**src/rtl/int_controller.sv**
```systemverilog
// int_controller: latches edge-detect interrupt pulses as pending, masks them,
// picks the lowest eligible index and hands it to the CPU via IRQ/ACK, then
// holds it in service until EOI. No nesting.
module int_controller #(
  parameter int N_SRC = 16,
  parameter int VEC_W = 4
) (
  input  logic             i_clk,
  input  logic             i_rst_n,
  input  logic [N_SRC-1:0] i_int_req,
  input  logic             i_mask_we,
  input  logic [N_SRC-1:0] i_mask_data,
  input  logic             i_gie,
  output logic             o_irq,
  output logic [VEC_W-1:0] o_irq_vec,
  input  logic             i_irq_ack,
  input  logic             i_eoi,
  output logic             o_in_service,
  output logic [N_SRC-1:0] o_pending,
  output logic [N_SRC-1:0] o_mask
);

  typedef enum logic [1:0] {
    ST_IDLE    = 2'd0,
    ST_REQ     = 2'd1,
    ST_SERVICE = 2'd2
  } state_t;

  state_t           r_state;
  logic [N_SRC-1:0] r_pending;
  logic [N_SRC-1:0] r_mask;
  logic             r_irq;
  logic [VEC_W-1:0] r_vec;
  logic             r_inService;

  logic [N_SRC-1:0] w_elig;
  logic             w_anyElig;
  logic [VEC_W-1:0] w_selIdx;
  logic [N_SRC-1:0] w_vecOneHot;
  logic             w_vecElig;
  logic             w_ackAccept;
  logic [N_SRC-1:0] w_clrMask;

  // Sources that may interrupt right now: pending, unmasked, globally enabled.
  always_comb begin
    w_elig    = i_gie ? (r_pending & r_mask) : '0;
    w_anyElig = |w_elig;
  end

  // Fixed-priority pick: scanning downward leaves the lowest set index.
  always_comb begin
    w_selIdx = '0;
    for (int i = N_SRC - 1; i >= 0; i--) begin
      if (w_elig[i]) begin
        w_selIdx = VEC_W'(i);
      end
    end
  end

  // One-hot of the latched vector, used both to clear pending and to test
  // whether the outstanding request is still eligible.
  always_comb begin
    w_vecOneHot = '0;
    for (int i = 0; i < N_SRC; i++) begin
      w_vecOneHot[i] = (r_vec == VEC_W'(i));
    end
  end

  // ACK only counts while a request is actually outstanding.
  always_comb begin
    w_ackAccept = (r_state == ST_REQ) && i_irq_ack;
    w_vecElig   = |(w_elig & w_vecOneHot);
    w_clrMask   = w_ackAccept ? w_vecOneHot : '0;
  end

  // Pending bits: a new pulse always sets, accepted ACK clears; set beats clear.
  always_ff @(posedge i_clk or negedge i_rst_n) begin
    if (!i_rst_n) begin
      r_pending <= '0;
    end else begin
      r_pending <= (r_pending & ~w_clrMask) | i_int_req;
    end
  end

  // Mask register, software loaded; arbitration sees it from the next cycle.
  always_ff @(posedge i_clk or negedge i_rst_n) begin
    if (!i_rst_n) begin
      r_mask <= '0;
    end else if (i_mask_we) begin
      r_mask <= i_mask_data;
    end
  end

  // Handshake FSM with registered IRQ, vector and in-service outputs.
  always_ff @(posedge i_clk or negedge i_rst_n) begin
    if (!i_rst_n) begin
      r_state     <= ST_IDLE;
      r_irq       <= 1'b0;
      r_vec       <= '0;
      r_inService <= 1'b0;
    end else begin
      case (r_state)
        ST_IDLE: begin
          if (w_anyElig) begin
            r_vec   <= w_selIdx;
            r_irq   <= 1'b1;
            r_state <= ST_REQ;
          end
        end
        ST_REQ: begin
          if (i_irq_ack) begin
            r_irq       <= 1'b0;
            r_inService <= 1'b1;
            r_state     <= ST_SERVICE;
          end else if (!w_vecElig) begin
            r_irq   <= 1'b0;
            r_state <= ST_IDLE;
          end
        end
        ST_SERVICE: begin
          if (i_eoi) begin
            r_inService <= 1'b0;
            r_state     <= ST_IDLE;
          end
        end
        default: begin
          r_irq       <= 1'b0;
          r_inService <= 1'b0;
          r_state     <= ST_IDLE;
        end
      endcase
    end
  end

  assign o_irq        = r_irq;
  assign o_irq_vec    = r_vec;
  assign o_in_service = r_inService;
  assign o_pending    = r_pending;
  assign o_mask       = r_mask;

endmodule

```
**config.mk**
```make
export PLATFORM = sky130hd
export DESIGN_NAME = int_controller
export DESIGN_NICKNAME = d
export VERILOG_FILES = /design/src/rtl/int_controller.sv
export SDC_FILE = /design/constraint.sdc
export NUM_CORES = 1
export LEC_CHECK = 0
export CORE_ASPECT_RATIO = 0.75
export CORE_MARGIN = 5
export CORE_UTILIZATION = 65
export CTS_BUF_LIST = sky130_fd_sc_hd__clkbuf_4 sky130_fd_sc_hd__clkbuf_8
export CTS_CLUSTER_DIAMETER = 30
export CTS_CLUSTER_SIZE = 24
export DETAILED_ROUTE_END_ITERATION = 8
export DONT_BUFFER_PORTS = 1
export GPL_TIMING_DRIVEN = 0
export PLACE_DENSITY = 0.92
export SKIP_LAST_GASP = 1
export SYNTH_ARGS = -nofsm -noshare
export SYNTH_HDL_FRONTEND = slang
export SYNTH_SLANG_ARGS = --single-unit
```
**constraint.sdc**
```tcl
create_clock -name i_clk -period 2.8 [get_ports i_clk]
set_input_delay 0.56 -clock i_clk [delete_from_list [all_inputs] [get_ports i_clk]]
set_output_delay 0.56 -clock i_clk [all_outputs]
set_load 0.01 [all_outputs]
```
Word level (Yosys, flattened, before mapping)

Index checks and enable logic that the tools add are counted.

Register bits after elaboration: 40
Bits in latches: 0
Memory bits (writable): 0
Bits in read-only memories: 0
Output and inout bits: 38
Memories kept: 0

Add/sub/neg operators: 0
$mul: 0
Div/mod/pow operators: 0
$lt $le $gt $ge: 0
Equality and inequality tests: 21
Shift-type cells: 0
Muxes and demuxes: 30
Bitwise gates (word level): 7
Reductions and logical operators: 9

Operators by type and width:

| kind                                                                   | count |
|---|---|
| 4-bit 2-to-1 mux                                                       | 16 |
| 16-bit AND                                                             | 3 |
| 4-bit equality test (second input constant)                            | 8 |
| 16-bit 2-to-1 mux                                                      | 2 |
| 16-bit OR reduction                                                    | 2 |
| 4-bit by 3-bit equality test with 1-bit output (second input constant) | 4 |
| 16-bit NOT                                                             | 1 |
| 16-bit OR                                                              | 1 |
| 3-bit AND reduction                                                    | 3 |
| 4-bit by 2-bit equality test with 1-bit output (second input constant) | 2 |
| 2-bit 2-to-1 mux                                                       | 4 |
| 2-bit != test (second input constant)                                  | 3 |
| 1-bit one-hot mux with 3 select lines                                  | 2 |
| 2-bit one-hot mux with 3 select lines                                  | 1 |
| 1-bit 2-to-1 mux                                                       | 5 |
| 4-bit by 1-bit equality test with 1-bit output (second input constant) | 1 |
| 4-bit logical NOT                                                      | 1 |
| 3-bit != test (second input constant)                                  | 1 |
| 2-bit by 1-bit equality test with 1-bit output (second input constant) | 1 |
| 2-bit equality test (second input constant)                            | 1 |
| 2-bit logical NOT                                                      | 1 |
| 1-bit NOT                                                              | 2 |
| 2-bit AND reduction                                                    | 1 |
| 1-bit logical AND                                                      | 1 |

Logic depth before layout (Yosys ltp)

Gate-level depths: netlist (run 1).

Depth after elaboration: 18
Depth in mapped cells: 6
Mapped depth without buffers: 5

Worst setup path before layout (run 1)

Ideal clock, no wire load.

Kind: flip-flop to flip-flop
Start: reg r_mask[12] (netlist: o_mask[12])
End: reg r_vec[0] (netlist: o_irq_vec[0])
Setup time: 121 ps
Arrival time: 1,804 ps
Required time: 2,679 ps
Setup slack: 875 ps
Stages on the path, launching flop included: 6
Cells stage by stage: dfrtp_1 -> a22o_1 -> or4_4 -> o21a_4 -> and3_1 -> a22o_1

Cells in the longest elaborated chain, start to end: 15
Elaborated cells on any way between the ends: 17
Classes of those cells: 14 x mux; 1 x bitwise; 2 x reduce/logical

Ends and longest elaborated chain:

| element                        | RTL line | source |
|---|---|---|
| start, declared                | 31       | `logic [N_SRC-1:0] r_mask;` |
| start signal, assigned         | 90       | `r_mask <= i_mask_data;` |
| 16-bit AND *                   | 46       | `w_elig = i_gie ? (r_pending & r_mask) : '0;` |
| 16-bit 2-to-1 mux *            | 46       |  |
| 4-bit 2-to-1 mux (13 in a row) | 54       | `if (w_elig[i]) begin` |
| end signal, assigned           | 105      | `r_vec <= w_selIdx;` |
| end, declared                  | 33       | `logic [VEC_W-1:0] r_vec;` |

Mark *: on every way between the ends. The rest lies on a longest branch, timed or not.
A chain may end at the register's enable or synchronous reset.

Final worst setup path (run 1)

Start: reg r_vec[2] (netlist: o_irq_vec[2])
End: reg r_irq (netlist: o_irq)

Cells in the longest elaborated chain, start to end: 5
Elaborated cells on any way between the ends: 20
Classes of those cells: 16 x eq/ne; 1 x bitwise; 3 x reduce/logical

Ends and longest elaborated chain:

| element                                                                | RTL line | source |
|---|---|---|
| 4-bit by 1-bit equality test with 1-bit output (tied with other cells) | 65       | `w_vecOneHot[i] = (r_vec == VEC_W'(i));` |
| 16-bit AND *                                                           | 72       | `w_vecElig = \|(w_elig & w_vecOneHot);` |
| 16-bit OR reduction *                                                  | 72       |  |
| 3-bit != test (no line) *                                              | --       |  |
| 3-bit AND reduction (no line) *                                        | --       |  |
| end signal, assigned                                                   | 98       | `r_irq <= 1'b0;` |
| end signal, assigned                                                   | 106      | `r_irq <= 1'b1;` |
| end signal, assigned                                                   | 112      | `r_irq <= 1'b0;` |
| end, declared                                                          | 32       | `logic r_irq;` |

Marked as above.

==> results of run 1 <==
==> kinds of logic (layout without fill, tap and decap cells) <==
group,Yosys count,count (layout)
buffers and inverters,9,17
multiplexers,16,16
AO/OA/AOI/OAI,59,59
flip-flops,40,40
AND/OR/NAND/NOR,74,74
==> timing repair <==
action / in CTS / in global routing
hold endpoints to repair: 40 / 0
gates resized for setup: 0 / 0
hold buffers: 1 / 0
endpoints found under the setup margin: 0 / 0
setup buffers: 0 / 0
==> where the power goes <==
part | switching [mW] | total, mW | internal [mW] | leakage (nW)
Combinational | 0.247 | 0.409 | 0.162 | 0.366
Sequential | 0.142 | 0.790 | 0.648 | 0.428
Clock | 0.189 | 0.368 | 0.179 | 0.0445
==> worst max-delay path, cell delays in order (launching register included) <==
cell      delay, ns
dfrtp_1        0.56
clkbuf_1       0.42
and3b_1        0.23
o211ai_1       0.16
a21oi_1        0.09
o31ai_1        0.40
a31oi_1        0.15
==> how the worst min path moves through the flow <==
stage	from	endpoint	slack [ns]	cells after the start
6_report	i_rst_n	o_mask[13]	0.10	1
5_1_grt	i_rst_n	o_pending[15]	0.11	1
4_1_cts	i_rst_n	o_pending[15]	0.12	1
3_5_place_dp	i_rst_n	o_pending[9]	0.27	0
3_3_place_gp	i_rst_n	o_pending[9]	0.27	0
2_1_floorplan	i_rst_n	o_in_service	0.26	0
==> layout make-up <==
class                   count  area [um^2]
clock inverters             1         5.00
plain buffers               7         26.3
well taps                  38         47.5
inverters                   2         7.51
repair buffers              1         20.0
clock buffers               6         76.3
multi-input cells         149         1010
flip-flops and latches     40         1000
fillers                   211          779
==> sequential cells by signal, indices dropped and copies added (netlist names) <==
register and cells:
o_irq 1, o_mask 16, o_pending 16, o_irq_vec 4, o_in_service 1, r_state 2
==> cells in the final DEF (no fill, tap or decap), drive strengths merged, types with 3 or more instances in the layout <==
cell / instances
nor2: 5
nand2b: 9
a21oi: 9
mux2: 16
dfrtp: 40
clkbuf: 12
nand4b: 3
and3: 5
a22o: 5
nand3: 5
a31oi: 3
nand4: 3
o21ai: 14
o31ai: 6
nand2: 27
a21o: 8
==> layer usage <==
layer / part of all wire [%] / wire, um / GRT usage [%]
met1: 36 / 2100 / 35.9
met2: 48 / 2770 / 45.2
met3: 13 / 763 / 11.9
met4: 3.1 / 181 / 10.7
met5: 0 / 0 / 0
==> impl_metrics.tcl, run 1 <==
set metrics [dict create \
    async_flop_share_pct 100 \
    startpoint_type "flop" \
    fp.dieW_um 74.8 \
    synth_commonest_cells "40 x dfrtp_1, 27 x nand2_1, 16 x mux2_2" \
    vias 1758 \
    drc 0 \
    max_freq_mhz 468 \
    htreeDepth 2 \
    dp.final_hpwl_um 4320 \
    cts_buffers 5 \
    core_area_mm2 0.00298 \
    ys.flop_type "dfrtp_1" \
    reg2reg_slack_ns 0.67 \
    detail-route-antenna-nets 0 \
    cts_sinks 40 \
    yosys.area_share.simple_pct 19.8 \
    setup_viol 0 \
    relSlewSlack_pct 53.8 \
    synth_seq_cells 40 \
    cts-root-buf "clkbuf_8" \
    finalHoldViolations 0 \
    cp-endpoint "o_irq" \
    wire_per_inst_um 23.8 \
    maxCapViolCount 0 \
    synth_fp_nets 236 \
    synth_edf_count 0 \
    synth_compound_area_share_pct 20.9 \
    critical_path_class "flop to flop" \
    crit_path_end_kind "flop" \
    drive_gt1_share_pct 14.1 \
    hold_path.class "input port to asynchronous set/reset pin" \
    synth_xor_area_share_pct 0 \
    outcome "complete, no violations" \
    syn_inst 198 \
    nNetsFinal 244 \
    drt_first_iter_violations 268 \
    totalWireLength_um 5810 \
    final_cell_area_mm2 0.00220 \
    grt_pass1_vias 1868 \
    finalCoreUtilization_pct 73.8 \
    synth_cell_types 43 \
    overflow 0 \
    crit_required_ns 2.96 \
    worstSkewPairLatency_ns 0.29 \
    crit_arrival_ns 2.29 \
    boundaryPins 76 \
    first_pass_iters 4 \
    num_rows 17 \
    synth_fa_ha_area_share_pct 0 \
    clk_path_buf_depth 2 \
    period_share_pct 76.2 \
    place_area_mm2 0.00210 \
    synth.avg_cell_area_um2 10.4 \
    fin_crit_ns 2.13 \
    yosysMostFrequentCell "dfrtp_1" \
    timing.final.ws_setup_ns 0.665 \
    synth_top_family_by_area "compound AO/OA/AOI/OAI gates" \
    instances_no_fill 244 \
    r2r_cells 6 \
    finalPower_mw 1.57 \
    cts_tree "done" \
    syn_area_mm2 0.00205 \
    diodes 0 \
    pre_cts_slack_ns 0.745 \
    initial_core_util_pct 68.8 \
    crit_start "o_irq_vec[2]" \
    synth.area.top_cells "dfrtp_1 49%, mux2_2 8.8%, nand2_1 4.9%" \
    rsz0062_at_grt "false" \
    grt_pass1_wl_um 9470 \
    antenna_found_initial 0 \
    dieArea_mm2 0.00439 \
    peakVddDrop_v 0.000472 \
    clkTransAtPathRegs_ns 0.07 \
    ys_seq_area_share_pct 48.8 \
    powerDensity_mw_per_mm2 713 \
    netlist.area_leader.share_pct 48.8 \
    synth_top_cell_by_area "dfrtp_1" \
    cp_max_fo 10 \
    track_usage_pct 28.9 \
    reg2reg_to "o_irq" \
    fin_setup_tns_ns 0 \
    worstReg2RegStart "o_irq_vec[2]" \
    grt_max_degree 41 \
    yosysWarnings 0 \
    routed_via_density 7.20 \
    gp_congestion 1.00 \
    slew_viol_final 0 \
    whs_ns 0.102 \
    synthMuxAreaShare_pct 8.79 \
    die_h_um 58.6 \
    p_leak_nw 0.839 \
    syn2layout_area_growth_pct 7.27 \
    worstMarginPinSlew_ns 0.691 \
    port_buffers 0 \
    fin_skew_ns 0.00376 \
    place_inst 236 \
]
(Power assumes the default switching activity.)
==> run 2, diff against run 1 <==
clock period = 2.05 ns   (was 2.8 ns; I/O delays follow)
==> impl_metrics.tcl, run 2 (synthesis gave the netlist of run 1 again) <==
set metrics [dict create \
    dp.final_hpwl_um 4320 \
    gp_congestion 1.00 \
    htreeDepth 2 \
    clkPwrFrac_pct 23.5 \
    cts-root-buf "clkbuf_8" \
    p_sw_mw 0.797 \
    powerDensity_mw_per_mm2 969 \
    drc 0 \
    wire_per_inst_um 24.1 \
    hold_path.class "input port to flop" \
    crit_buf_inv 0 \
    worstMarginPinSlew_ns 0.611 \
    num_rows 17 \
    n_fill_cell 202 \
    syn2layout_area_growth_pct 8.49 \
    cts_setup_buffers 0 \
    max_stage_delay_ns 0.56 \
    crit_required_ns 2.20 \
    port_buffers 0 \
    cp_max_fo 5 \
    nNetsFinal 245 \
    core_area_mm2 0.00298 \
    routed_via_density 7.27 \
    finalHoldViolations 0 \
    antenna_found_initial 0 \
    multi_input_area_mm2 0.00102 \
    rsz0062_at_grt "true" \
    initial_core_util_pct 68.8 \
    p_seq_share_pct 50.1 \
    grt_pass1_wl_um 9600 \
    layout_commonest_cell "dfrtp_1" \
    critical_path_class "flop to flop" \
    boundaryPins 76 \
    reg2reg_slack_ns 0.002 \
    maxCapViolCount 0 \
    slowest_stage "or4_4" \
    diodes 0 \
    p_leak_nw 0.847 \
    clk_path_buf_depth 2 \
    startpoint_type "flop" \
    first_pass_iters 5 \
    cts_buffers 5 \
    dieArea_mm2 0.00439 \
    slew_viol_final 0 \
    period_share_pct 99.9 \
    path_cells "a22o_1, or4_4, o21a_4, a2111oi_4, a31oi_1" \
    cts_sinks 40 \
    grt_max_degree 41 \
    cpLargestDelayFamily "compound AO/OA/AOI/OAI gates" \
    pwr-share-comb_pct 26.4 \
    crit_arrival_ns 2.20 \
    drive_gt1_share_pct 18.4 \
    totalWireLength_um 5890 \
    drt_first_iter_violations 288 \
    crit_path_end_kind "flop" \
    vias 1780 \
    p_sw_share_pct 37.0 \
    setup_viol 0 \
    cts_tree "done" \
    overflow 0 \
    seq_area_mm2 0.00101 \
    clkTransAtPathRegs_ns 0.07 \
    p_int_mw 1.36 \
    fin_skew_ns 0.00547 \
    finalCoreUtilization_pct 74.7 \
    relSlewSlack_pct 59.3 \
    die_h_um 58.6 \
    fp.dieW_um 74.8 \
    fin_crit_ns 2.05 \
    outcome "complete, no violations" \
    final_cell_mix "34 x dfrtp_1, 27 x nand2_1, 16 x mux2_2" \
    grt_pass1_vias 1879 \
    finalPower_mw 2.15 \
    track_usage_pct 29.4 \
    worstSkewPairLatency_ns 0.29 \
    max_freq_mhz 488 \
    detail-route-antenna-nets 0 \
    peakVddDrop_v 0.000574 \
]
[run 2: worst paths after layout]
path	start	to	cells after the start
max	o_mask[14]	o_irq	5
max in group asynchronous	i_rst_n	o_pending[15]	2
min	i_int_req[3]	o_pending[3]	1
min in group asynchronous	i_rst_n	o_mask[9]	2
min reg2reg	o_pending[14]	o_pending[14]	1
max reg2reg	o_mask[14]	o_irq	5
[run 2: timing repair]
item / in CTS / in global routing
endpoints found under the hold margin: 40 / 0
hold buffers: 2 / 0
endpoints found under the setup margin: 1 / 8
gates resized for setup: 3 / 7
pin swaps: 0 / 2
[run 2: through the flow]
step / cell area (um^2) / setup TNS, ns / setup WS, ns / hold slack [ns] / std cells
after floorplan: 2050 / 0 / 0.125 / 0.114 / 198
after global placement: 2100 / 0 / 0.0283 / 0.115 / 236
after detailed placement: 2100 / -0.00468 / -0.00468 / 0.115 / 236
after CTS: 2210 / 0 / 0.00553 / 0.210 / 245
after global routing: 2220 / -0.0988 / -0.0572 / 0.199 / 245
final: 2220 / 0 / 0.00227 / 0.207 / 245
[run 2: layout make-up]
class / instances / share of cell area [%]
multi-input cells: 149 / 45.9
flip-flops and latches: 40 / 45.4
clock buffers: 6 / 3.43
well taps: 38 / 2.14
repair buffers: 2 / 1.35
plain buffers: 7 / 1.29
inverters: 2 / 0.338
clock inverters: 1 / 0.225
[run 2: per-layer routing]
layer	vias up	share of wire, %	wire (um)	track usage, %
met5	-	0	0	0
met4	0	2.5	148	11.7
met3	19	12	717	11.9
met2	121	49	2900	46.4
met1	875	36	2120	35.8
li1	765	-	-	-
[run 2: power by group through the flow]
stage          logic, mW  clock network (mW)  registers, mW
6_report           0.570               0.505           1.08
5_1_grt            0.622               0.543           1.10
4_1_cts            0.554               0.498           1.08
3_5_place_dp       0.529                   0           1.09
3_3_place_gp       0.510                   0           1.08
2_1_floorplan      0.407                   0           1.04
